<file path="src/rtl/sat_frame_streamer_if.sv">
// Handshake bundle between the saturation stage, the frame streamer and the
// byte-wide downstream writer.
interface sat_frame_streamer_if #(
  parameter int LANES = 10,
  parameter int W     = 8,
  parameter int IDXW  = 4
);
  logic                 sat_rdy;
  logic [LANES*W-1:0]   sat_data;
  logic                 received;
  logic [W-1:0]         m_data;
  logic                 m_valid;
  logic                 m_ready;
  logic                 m_last;
  logic [IDXW-1:0]      lane_idx;

  modport slave (
    input  sat_rdy, sat_data, m_ready,
    output received, m_data, m_valid, m_last, lane_idx
  );

  modport master (
    output sat_rdy, sat_data, m_ready,
    input  received, m_data, m_valid, m_last, lane_idx
  );
endinterface

</file>
<file path="src/rtl/sat_frame_streamer.sv">
// Captures one saturated frame, acknowledges it, then streams it one lane per
// valid/ready transfer while reporting how many lanes were clamped to 0x7F.
module sat_frame_streamer #(
  parameter int LANES = 10,
  parameter int W     = 8,
  parameter int IDXW  = 4
) (
  input  logic                 clk,
  input  logic                 rst,
  sat_frame_streamer_if.slave  bus,
  output logic [IDXW-1:0]      frame_sat_cnt,
  output logic                 frame_done,
  output logic                 busy
);

  typedef enum logic [1:0] {IDLE, ACK, STREAM} state_t;

  localparam logic [W-1:0]    CLAMP    = W'(8'h7F);
  localparam logic [IDXW-1:0] LAST_IDX = IDXW'(LANES - 1);

  state_t          state, state_n;
  logic [W-1:0]    frame_buf [LANES];
  logic [W-1:0]    lane_in   [LANES];
  logic [IDXW-1:0] clamp_cnt;

  logic            capture;
  logic            received_n, m_valid_n, m_last_n, frame_done_n;
  logic [W-1:0]    m_data_n;
  logic [IDXW-1:0] lane_idx_n, frame_sat_cnt_n;

  // Lane i sits at bits [W*i +: W] with bit W*i as its MSB, so bits reverse.
  always_comb begin
    for (int unsigned i = 0; i < LANES; i++) begin
      for (int unsigned b = 0; b < W; b++) begin
        lane_in[i][W-1-b] = bus.sat_data[W*i+b];
      end
    end
  end

  always_comb begin
    clamp_cnt = '0;
    for (int unsigned i = 0; i < LANES; i++) begin
      if (lane_in[i] == CLAMP) clamp_cnt = clamp_cnt + IDXW'(1);
    end
  end

  always_comb begin
    state_n         = state;
    capture         = 1'b0;
    received_n      = bus.received;
    m_valid_n       = bus.m_valid;
    m_last_n        = bus.m_last;
    m_data_n        = bus.m_data;
    lane_idx_n      = bus.lane_idx;
    frame_sat_cnt_n = frame_sat_cnt;
    frame_done_n    = 1'b0;

    unique case (state)
      IDLE: begin
        if (bus.sat_rdy) begin
          capture         = 1'b1;
          frame_sat_cnt_n = clamp_cnt;
          received_n      = 1'b1;
          state_n         = ACK;
        end
      end
      ACK: begin
        if (!bus.sat_rdy) begin
          received_n = 1'b0;
          m_valid_n  = 1'b1;
          lane_idx_n = '0;
          m_data_n   = frame_buf[0];
          m_last_n   = (LANES == 1);
          state_n    = STREAM;
        end
      end
      STREAM: begin
        if (bus.m_ready) begin
          if (bus.lane_idx == LAST_IDX) begin
            m_valid_n    = 1'b0;
            m_last_n     = 1'b0;
            lane_idx_n   = '0;
            frame_done_n = 1'b1;
            state_n      = IDLE;
          end else begin
            lane_idx_n = bus.lane_idx + IDXW'(1);
            m_data_n   = frame_buf[lane_idx_n];
            m_last_n   = (lane_idx_n == LAST_IDX);
          end
        end
      end
      default: state_n = IDLE;
    endcase
  end

  always_ff @(posedge clk) begin
    if (rst) begin
      state         <= IDLE;
      bus.received  <= 1'b0;
      bus.m_valid   <= 1'b0;
      bus.m_last    <= 1'b0;
      bus.m_data    <= '0;
      bus.lane_idx  <= '0;
      frame_sat_cnt <= '0;
      frame_done    <= 1'b0;
      busy          <= 1'b0;
      for (int unsigned i = 0; i < LANES; i++) frame_buf[i] <= '0;
    end else begin
      state         <= state_n;
      bus.received  <= received_n;
      bus.m_valid   <= m_valid_n;
      bus.m_last    <= m_last_n;
      bus.m_data    <= m_data_n;
      bus.lane_idx  <= lane_idx_n;
      frame_sat_cnt <= frame_sat_cnt_n;
      frame_done    <= frame_done_n;
      busy          <= (state_n != IDLE);
      if (capture) begin
        for (int unsigned i = 0; i < LANES; i++) frame_buf[i] <= lane_in[i];
      end
    end
  end

endmodule
</file>
<file path="src/flat_wrapper.sv">
// flat-port wrapper written by rule: the top's interface ports become plain ports
module sat_frame_streamer_flat 
#(
  parameter int LANES = 10,
  parameter int W     = 8,
  parameter int IDXW  = 4
)
  (clk, rst, frame_sat_cnt, frame_done, busy, bus_sat_rdy, bus_sat_data, bus_m_ready, bus_received, bus_m_data, bus_m_valid, bus_m_last, bus_lane_idx);
  sat_frame_streamer_if #(.LANES(LANES), .W(W), .IDXW(IDXW)) bus_i ();
  input  logic clk;
  input  logic rst;
  output logic [IDXW-1:0] frame_sat_cnt;
  output logic frame_done;
  output logic busy;
  input wire logic [$bits(bus_i.sat_rdy)-1:0] bus_sat_rdy;
  input wire logic [$bits(bus_i.sat_data)-1:0] bus_sat_data;
  input wire logic [$bits(bus_i.m_ready)-1:0] bus_m_ready;
  output wire logic [$bits(bus_i.received)-1:0] bus_received;
  output wire logic [$bits(bus_i.m_data)-1:0] bus_m_data;
  output wire logic [$bits(bus_i.m_valid)-1:0] bus_m_valid;
  output wire logic [$bits(bus_i.m_last)-1:0] bus_m_last;
  output wire logic [$bits(bus_i.lane_idx)-1:0] bus_lane_idx;
  assign bus_i.sat_rdy = bus_sat_rdy;
  assign bus_i.sat_data = bus_sat_data;
  assign bus_i.m_ready = bus_m_ready;
  assign bus_received = bus_i.received;
  assign bus_m_data = bus_i.m_data;
  assign bus_m_valid = bus_i.m_valid;
  assign bus_m_last = bus_i.m_last;
  assign bus_lane_idx = bus_i.lane_idx;
  sat_frame_streamer #(.LANES(LANES), .W(W), .IDXW(IDXW)) u_core (.clk(clk), .rst(rst), .bus(bus_i), .frame_sat_cnt(frame_sat_cnt), .frame_done(frame_done), .busy(busy));
endmodule
</file>
<file path="config.mk">
export PLATFORM = sky130hd
export DESIGN_NAME = sat_frame_streamer_flat
export DESIGN_NICKNAME = d
export VERILOG_FILES = /design/src/rtl/sat_frame_streamer_if.sv /design/src/rtl/sat_frame_streamer.sv /design/src/flat_wrapper.sv
export SDC_FILE = /design/constraint.sdc
export NUM_CORES = 1
export LEC_CHECK = 0
export BUFFER_PORTS_ARGS = -buffer_cell sky130_fd_sc_hd__buf_2
export CORE_AREA = 2 2 127 129
export CTS_CLUSTER_DIAMETER = 150
export CTS_CLUSTER_SIZE = 24
export DETAILED_ROUTE_END_ITERATION = 8
export DIE_AREA = 0 0 129 131
export PLACE_DENSITY_LB_ADDON = 0.3
export SLEW_MARGIN = 20
export SYNTH_ARGS = -nofsm -noshare
export SYNTH_HDL_FRONTEND = slang
export SYNTH_SLANG_ARGS = --single-unit
</file>
<file path="constraint.sdc">
create_clock -name clk -period 7.2 [get_ports clk]
set_clock_uncertainty 0.2 [all_clocks]
set_input_delay 0.72 -clock clk [delete_from_list [all_inputs] [get_ports clk]]
set_output_delay 0.72 -clock clk [all_outputs]
set_load 0.03 [all_outputs]
</file>
==> results.py, run 1 <==
metrics = {
    "status": {
        "status": "completed",
    },
    "placement": {
        "gp_congestion": 0.8758,
        "dp_slack_ns": 1.049,
        "dp_hpwl_mm": 10.60,
        "portBuffers": 104,
        "dp_cells": 776,
    },
    "global_route": {
        "grt_util_all_layers_pct": 16.90,
        "grt_pass1_vias": 4051,
        "grt_max_degree": 69,
        "antenna_found_initial": 0,
        "grt_pass1_wl_mm": 21.29,
        "grt_overflow": 0,
    },
    "clock_tree": {
        "clk_pin_slew_ns": 0.07,
        "cts_buffers": 9,
        "clkSinkCount": 103,
        "hold_buffers": 0,
        "clk_latency_ns": 0.35,
        "cts_setup_buffers": 0,
        "h-tree-depth": 3,
        "cts_tree": "yes",
        "cts_buffer_depth": 2,
        "cts-root-buf": "clkbuf_16",
        "cts-resized-gates": 0,
    },
    "cells_and_area": {
        "antenna_cells": 0,
        "nFillCells": 1467,
        "final_util_pct": 42.79,
        "seqCellArea_um2": 2864,
        "areaGrowthSynthToFinish_pct": 18.24,
        "multi_input_area_um2": 2638,
        "nets": 666,
        "fin_cells": 792,
        "drive_gt1_share_pct": 28.47,
    },
    "timing": {
        "final-setup-viol-count": 0,
        "hold_ws_ns": 0.2794,
        "relSlewSlack_pct": 41.73,
        "final-max-slew-violation-count": 0,
        "fin_crit_sh_pct": 81.17,
        "timing.fmax_ghz": 0.1711,
        "rsz0062_at_grt": "no",
        "fin_tns_setup_ns": 0,
        "fin_crit_ns": 5.844,
        "timing.final.ws_setup_ns": 1.356,
        "worst_pin_slew_ns": 0.8741,
        "finalHoldViolations": 0,
    },
    "setup_path": {
        "cp_cell_sequence": "buf_2 > nand4b_1 > nor2_1 > inv_1 > ha_1 > and3_1 > a31oi_1 > xor2_1 > o21a_1 > inv_1 > ha_1 > nand3b_1 > o22ai_1 > nor3_1 > and2_2 > ha_1 > xnor2_1 > nor3_1 > nor3_1 > ha_1 > mux2_2 > ha_1 > mux2_2 > a22o_1",
        "critPathMaxStageDelay_ns": 0.44,
        "setup.worst_path.start_class": "input port",
        "critPathBufInv": 3,
        "crit_top_cell": "ha_1",
        "crit_type": "in2reg",
        "crit_arrival_ns": 5.89,
        "critPathSlowestCell": "nor3_1",
        "worstPathMaxFanout": 5,
        "cp_top_family": "simple AND/OR/NAND/NOR gates",
        "endpoint_kind": "register",
        "cp.required_ns": 7.25,
    },
    "route": {
        "drt-total-wl_mm": 13.85,
        "dr.pass1.iters": 4,
        "ant_nets": 0,
        "drtIter0Drc": 369,
        "num_vias": 4058,
        "wire_per_inst_um": 17.49,
        "drc_errors": 0,
        "vias_per_cell": 5.124,
    },
    "hold_path": {
        "hp-class": "reg2reg",
    },
    "synth": {
        "synthCells": 474,
        "ys.flop_type": "edfxtp_1",
        "synth_area_leader_cell": "edfxtp_1",
        "synth_commonest_cells": "80 x edfxtp_1, 77 x and2_1, 30 x nor2_1",
        "ys_seq_area_share_pct": 50.72,
        "synth_warnings": 0,
        "synth-seq-cells": 103,
        "synth-edff-count": 80,
        "netlist_area_um2": 5644,
        "synth.avg_cell_area_um2": 11.91,
        "synthArstFlopShare_pct": 0,
        "synthDominantCellAreaShare_pct": 42.56,
        "yosysMostFrequentCell": "edfxtp_1",
        "synth_nets": 569,
        "ys_types": 70,
        "synth.area.top_cells": "edfxtp_1 43%, and2_1 8.5%, dfxtp_1 8.2%, mux4_2 6.4%, a211oi_1 3.5%",
    },
    "job": {
        "maxCapViolCount": 0,
    },
    "floorplan": {
        "coreArea_um2": 15600,
        "fp-row-count": 46,
        "die-area_um2": 16900,
        "fp.dieW_um": 129,
        "io_pins": 105,
        "start_util_pct": 36.19,
        "die_y_um": 131,
    },
    "power": {
        "power_density_nw_per_um2": 200.8,
        "ir_drop_uv": 117.4,
        "p_leak_nw": 2.615,
    },
}
[cell families after synthesis]
family	share of synthesized area (%)
mux	8.380
fa+ha+maj	2.616
compound gates	9.245
flops	50.72
simple gates	21.68
xor+xnor	4.522
buf+inv	2.837
[layout make-up]
type / instances / area share [%]
flip-flops and latches: 103 / 42.91
clock inverters: 4 / 0.6749
multi-input cells: 334 / 39.52
repair buffers: 109 / 8.361
clock buffers: 12 / 3.693
well taps: 216 / 4.049
inverters: 14 / 0.7874
[cells in the final DEF (no fill, tap or decap), types with 3 or more instances in the layout]
master,n
nor2_1,30
nand3_1,3
xor2_1,6
nor3_1,10
nand2_1,18
nor2b_1,10
ha_1,11
nor4_1,5
mux4_2,16
edfxtp_1,80
mux2i_1,9
a21oi_1,20
inv_1,13
buf_2,104
dfxtp_1,22
o21ai_0,4
buf_4,5
a211oi_1,26
and2_1,77
clkbuf_16,9
nand4_1,10
a22o_1,4
nand4b_1,7
xnor2_1,11
[routing by layer]
metal / vias to the layer above / routed length, µm / GRT usage (%)
met5: - / 0 / 0
met4: 0 / 351 / 7.161
met3: 22 / 797 / 3.176
met2: 117 / 6814 / 28.94
met1: 1958 / 5889 / 21.07
li1: 1961 / - / -
[worst register-to-register path, cell delays in order (launching register included)]
cell      delay (ns)
dfxtp_1         0.41
inv_1           0.09
ha_1            0.86
mux4_2          0.40
mux2i_1         0.12
a211oi_1        0.36
a21oi_1         0.09
a211oi_1        0.23
[registers in the layout (all words and copies together), names as in the netlist, 2 cells and up]
name	flops
u_core.frame_sat_cnt	4
u_core.frame_buf	80
u_core.bus.m_data	8
u_core.state	2
u_core.bus.lane_idx	4
[through the flow]
step / area (µm²) / power [mW]
floorplan: 5644 / 0.7959
global placement: 6371 / 0.8574
detailed placement: 6371 / 0.8622
CTS: 6663 / 1.349
global route: 6674 / 1.388
finish: 6674 / 1.340
[worst paths after layout]
path	endpoint	slack, ns	cells after the start	start
max	u_core.frame_sat_cnt[1]$_SDFFE_PP0P_	1.36	24	bus_sat_data[0]
max reg2reg	u_core.bus.m_data[0]$_SDFFE_PP0P_	4.36	7	u_core.bus.lane_idx[1]$_SDFFE_PP0P_
min reg2reg	u_core.bus.received$_SDFFE_PP0P_	0.28	2	u_core.bus.received$_SDFFE_PP0P_
min	u_core.bus.received$_SDFFE_PP0P_	0.28	2	u_core.bus.received$_SDFFE_PP0P_
[power breakdown]
| part | switching (mW) | internal, mW | total [mW] |
|---|---|---|---|
| Sequential | 0.0159 | 0.688 | 0.704 |
| Combinational | 0.0833 | 0.0588 | 0.142 |
| Clock | 0.217 | 0.277 | 0.494 |
| Total | 0.316 | 1.02 | 1.34 |
Note: power is estimated with default switching activity, not from simulation.
==> run 2: changes to the inputs <==
==> constraint.sdc (replaced) <==
create_clock -name clk -period 5.4 [get_ports clk]
set_clock_uncertainty 0.2 [all_clocks]
set_input_delay 0.54 -clock clk [delete_from_list [all_inputs] [get_ports clk]]
set_output_delay 0.54 -clock clk [all_outputs]
set_load 0.03 [all_outputs]
==> results.py, run 2 (synthesized netlist as in run 1, its figures left out) <==
metrics = {
    "placement": {
        "dpl_cell_area_um2": 6529,
        "dp_cells": 797,
        "gp_congestion": 0.9478,
        "dp_hpwl_mm": 10.78,
        "portBuffers": 104,
    },
    "timing": {
        "fin_crit_ns": 5.179,
        "relSlewSlack_pct": 35.69,
        "finalHoldViolations": 0,
        "final-setup-viol-count": 0,
        "fin_crit_sh_pct": 95.91,
        "rsz0062_at_grt": "no",
        "final-max-slew-violation-count": 0,
        "timing.fmax_ghz": 0.1931,
        "worst_pin_slew_ns": 0.9632,
        "hold_ws_ns": 0.2728,
    },
    "power": {
        "ir_drop_uv": 154.6,
        "p_leak_nw": 2.728,
        "fin_total_pwr_mw": 1.783,
        "power_density_nw_per_um2": 258.0,
    },
    "cells_and_area": {
        "drive_gt1_share_pct": 33.17,
        "regMostFlops": "u_core.frame_buf",
        "layout_common_cells": "104 x buf_2, 80 x edfxtp_1, 77 x and2_1",
        "antenna_cells": 0,
        "final_util_pct": 44.30,
        "largest_register_ffs": 80,
        "fin_cells": 813,
        "reg_top3": "u_core.frame_buf x80, u_core.bus.m_data x8",
        "areaGrowthSynthToFinish_pct": 22.43,
        "nFillCells": 1475,
        "final_design_area_no_fill_um2": 6910,
        "layout_commonest_cell": "buf_2",
        "nets": 687,
    },
    "setup_path": {
        "setup.worst_path.start_class": "input port",
        "cp.required_ns": 5.44,
        "critPathSlowestCell": "or3_4",
        "worstPathMaxFanout": 2,
        "cp_cell_sequence": "buf_2 > nand4b_1 > or2_2 > inv_1 > ha_1 > or3_4 > and2_4 > inv_1 > ha_1 > nand2_1 > nand2_1 > xnor2_2 > mux2i_1 > ha_1 > or3_1 > and3_4 > nor3_4 > nor3_2 > ha_1 > mux2_2 > ha_1 > mux2_2 > a22o_1",
        "crit_top_cell": "ha_1",
        "rr_worst_depth": 7,
        "endpoint_kind": "register",
        "crit_type": "in2reg",
        "crit_arrival_ns": 5.22,
        "critPathMaxStageDelay_ns": 0.41,
    },
    "route": {
        "dr.pass1.iters": 4,
        "drt-total-wl_mm": 14.31,
        "wire_per_inst_um": 17.60,
        "drtIter0Drc": 308,
        "vias_per_cell": 5.105,
        "num_vias": 4150,
        "drc_errors": 0,
        "ant_nets": 0,
    },
    "floorplan": {
        "die-area_um2": 16900,
        "coreArea_um2": 15600,
        "io_pins": 105,
        "start_util_pct": 36.19,
        "die_y_um": 131,
        "fp-row-count": 46,
        "fp.dieW_um": 129,
    },
    "global_route": {
        "grt_pass1_wl_mm": 21.47,
        "antenna_found_initial": 0,
        "grt_util_all_layers_pct": 17.15,
        "grt_max_degree": 48,
        "grt_pass1_vias": 4104,
        "grt_overflow": 0,
    },
    "hold_path": {
        "hp-class": "reg2reg",
        "hold_depth": 2,
    },
    "clock_tree": {
        "clk_latency_ns": 0.35,
        "cts_buffers": 9,
        "cts_buffer_depth": 2,
        "clkSinkCount": 103,
        "cts_tree": "yes",
        "cts_setup_buffers": 0,
        "h-tree-depth": 3,
        "cts-resized-gates": 0,
        "hold_buffers": 0,
        "clk_pin_slew_ns": 0.07,
        "cts-root-buf": "clkbuf_16",
    },
    "job": {
        "maxCapViolCount": 0,
    },
    "status": {
        "status": "completed",
    },
}
run 2: changes by cell type in the layout (fill, tap and decap cells not counted), moves of 2 or more:
cell | before | now
xnor2_2 | 0 | 2
xnor2_1 | 11 | 9
buf_4 | 5 | 26
nor3_1 | 10 | 6
clkinv_2 | 0 | 2
nor3_2 | 1 | 4
run 2: routing by layer:
metal	wire (µm)	share of wire, %	track usage [%]
met5	0	0	0
met4	282	2.0	5.435
met3	666	4.7	3.787
met2	7273	51	30.00
met1	6086	43	21.25
run 2: final timing paths:
path / from / endpoint / slack [ns]
max reg2reg: u_core.bus.lane_idx[1]$_SDFFE_PP0P_ / u_core.bus.m_data[0]$_SDFFE_PP0P_ / 2.53
min: u_core.bus.received$_SDFFE_PP0P_ / u_core.bus.received$_SDFFE_PP0P_ / 0.27
min reg2reg: u_core.bus.received$_SDFFE_PP0P_ / u_core.bus.received$_SDFFE_PP0P_ / 0.27
max: bus_sat_data[8] / u_core.frame_sat_cnt[1]$_SDFFE_PP0P_ / 0.22
run 2: through the flow:
step	setup TNS [ns]	setup WS (ns)
6_report	0	0.2211
5_1_grt	0	0.009573
4_1_cts	0	0.08673
3_5_place_dp	-0.5088	-0.2958
3_3_place_gp	-0.1533	-0.1317
2_1_floorplan	0	0.004620
run 2: cell type report:
class	instances	area, µm²	area share (%)
flip-flops and latches	103	2864	41.44
multi-input cells	334	2718	39.33
repair buffers	130	715.7	10.36
well taps	216	270.3	3.911
clock buffers	11	242.7	3.513
inverters	14	52.55	0.7605
clock inverters	5	47.55	0.6880
run 2: critical path, delay by kind of cell:
kind                     cells  cell delay, ns
buffers and inverters        3            0.25
XOR/XNOR                     1            0.16
multiplexers                 3            0.64
AND/OR/NAND/NOR             10            2.07
AO/OA/AOI/OAI                1            0.20
adder cells (fa/ha/maj)      5            1.36
run 2: where the power goes:
group	internal, mW	switching, mW	leakage (nW)	total, mW
Clock	0.368	0.280	0.144	0.647
Combinational	0.0822	0.114	1.53	0.196
Sequential	0.918	0.0209	1.05	0.939
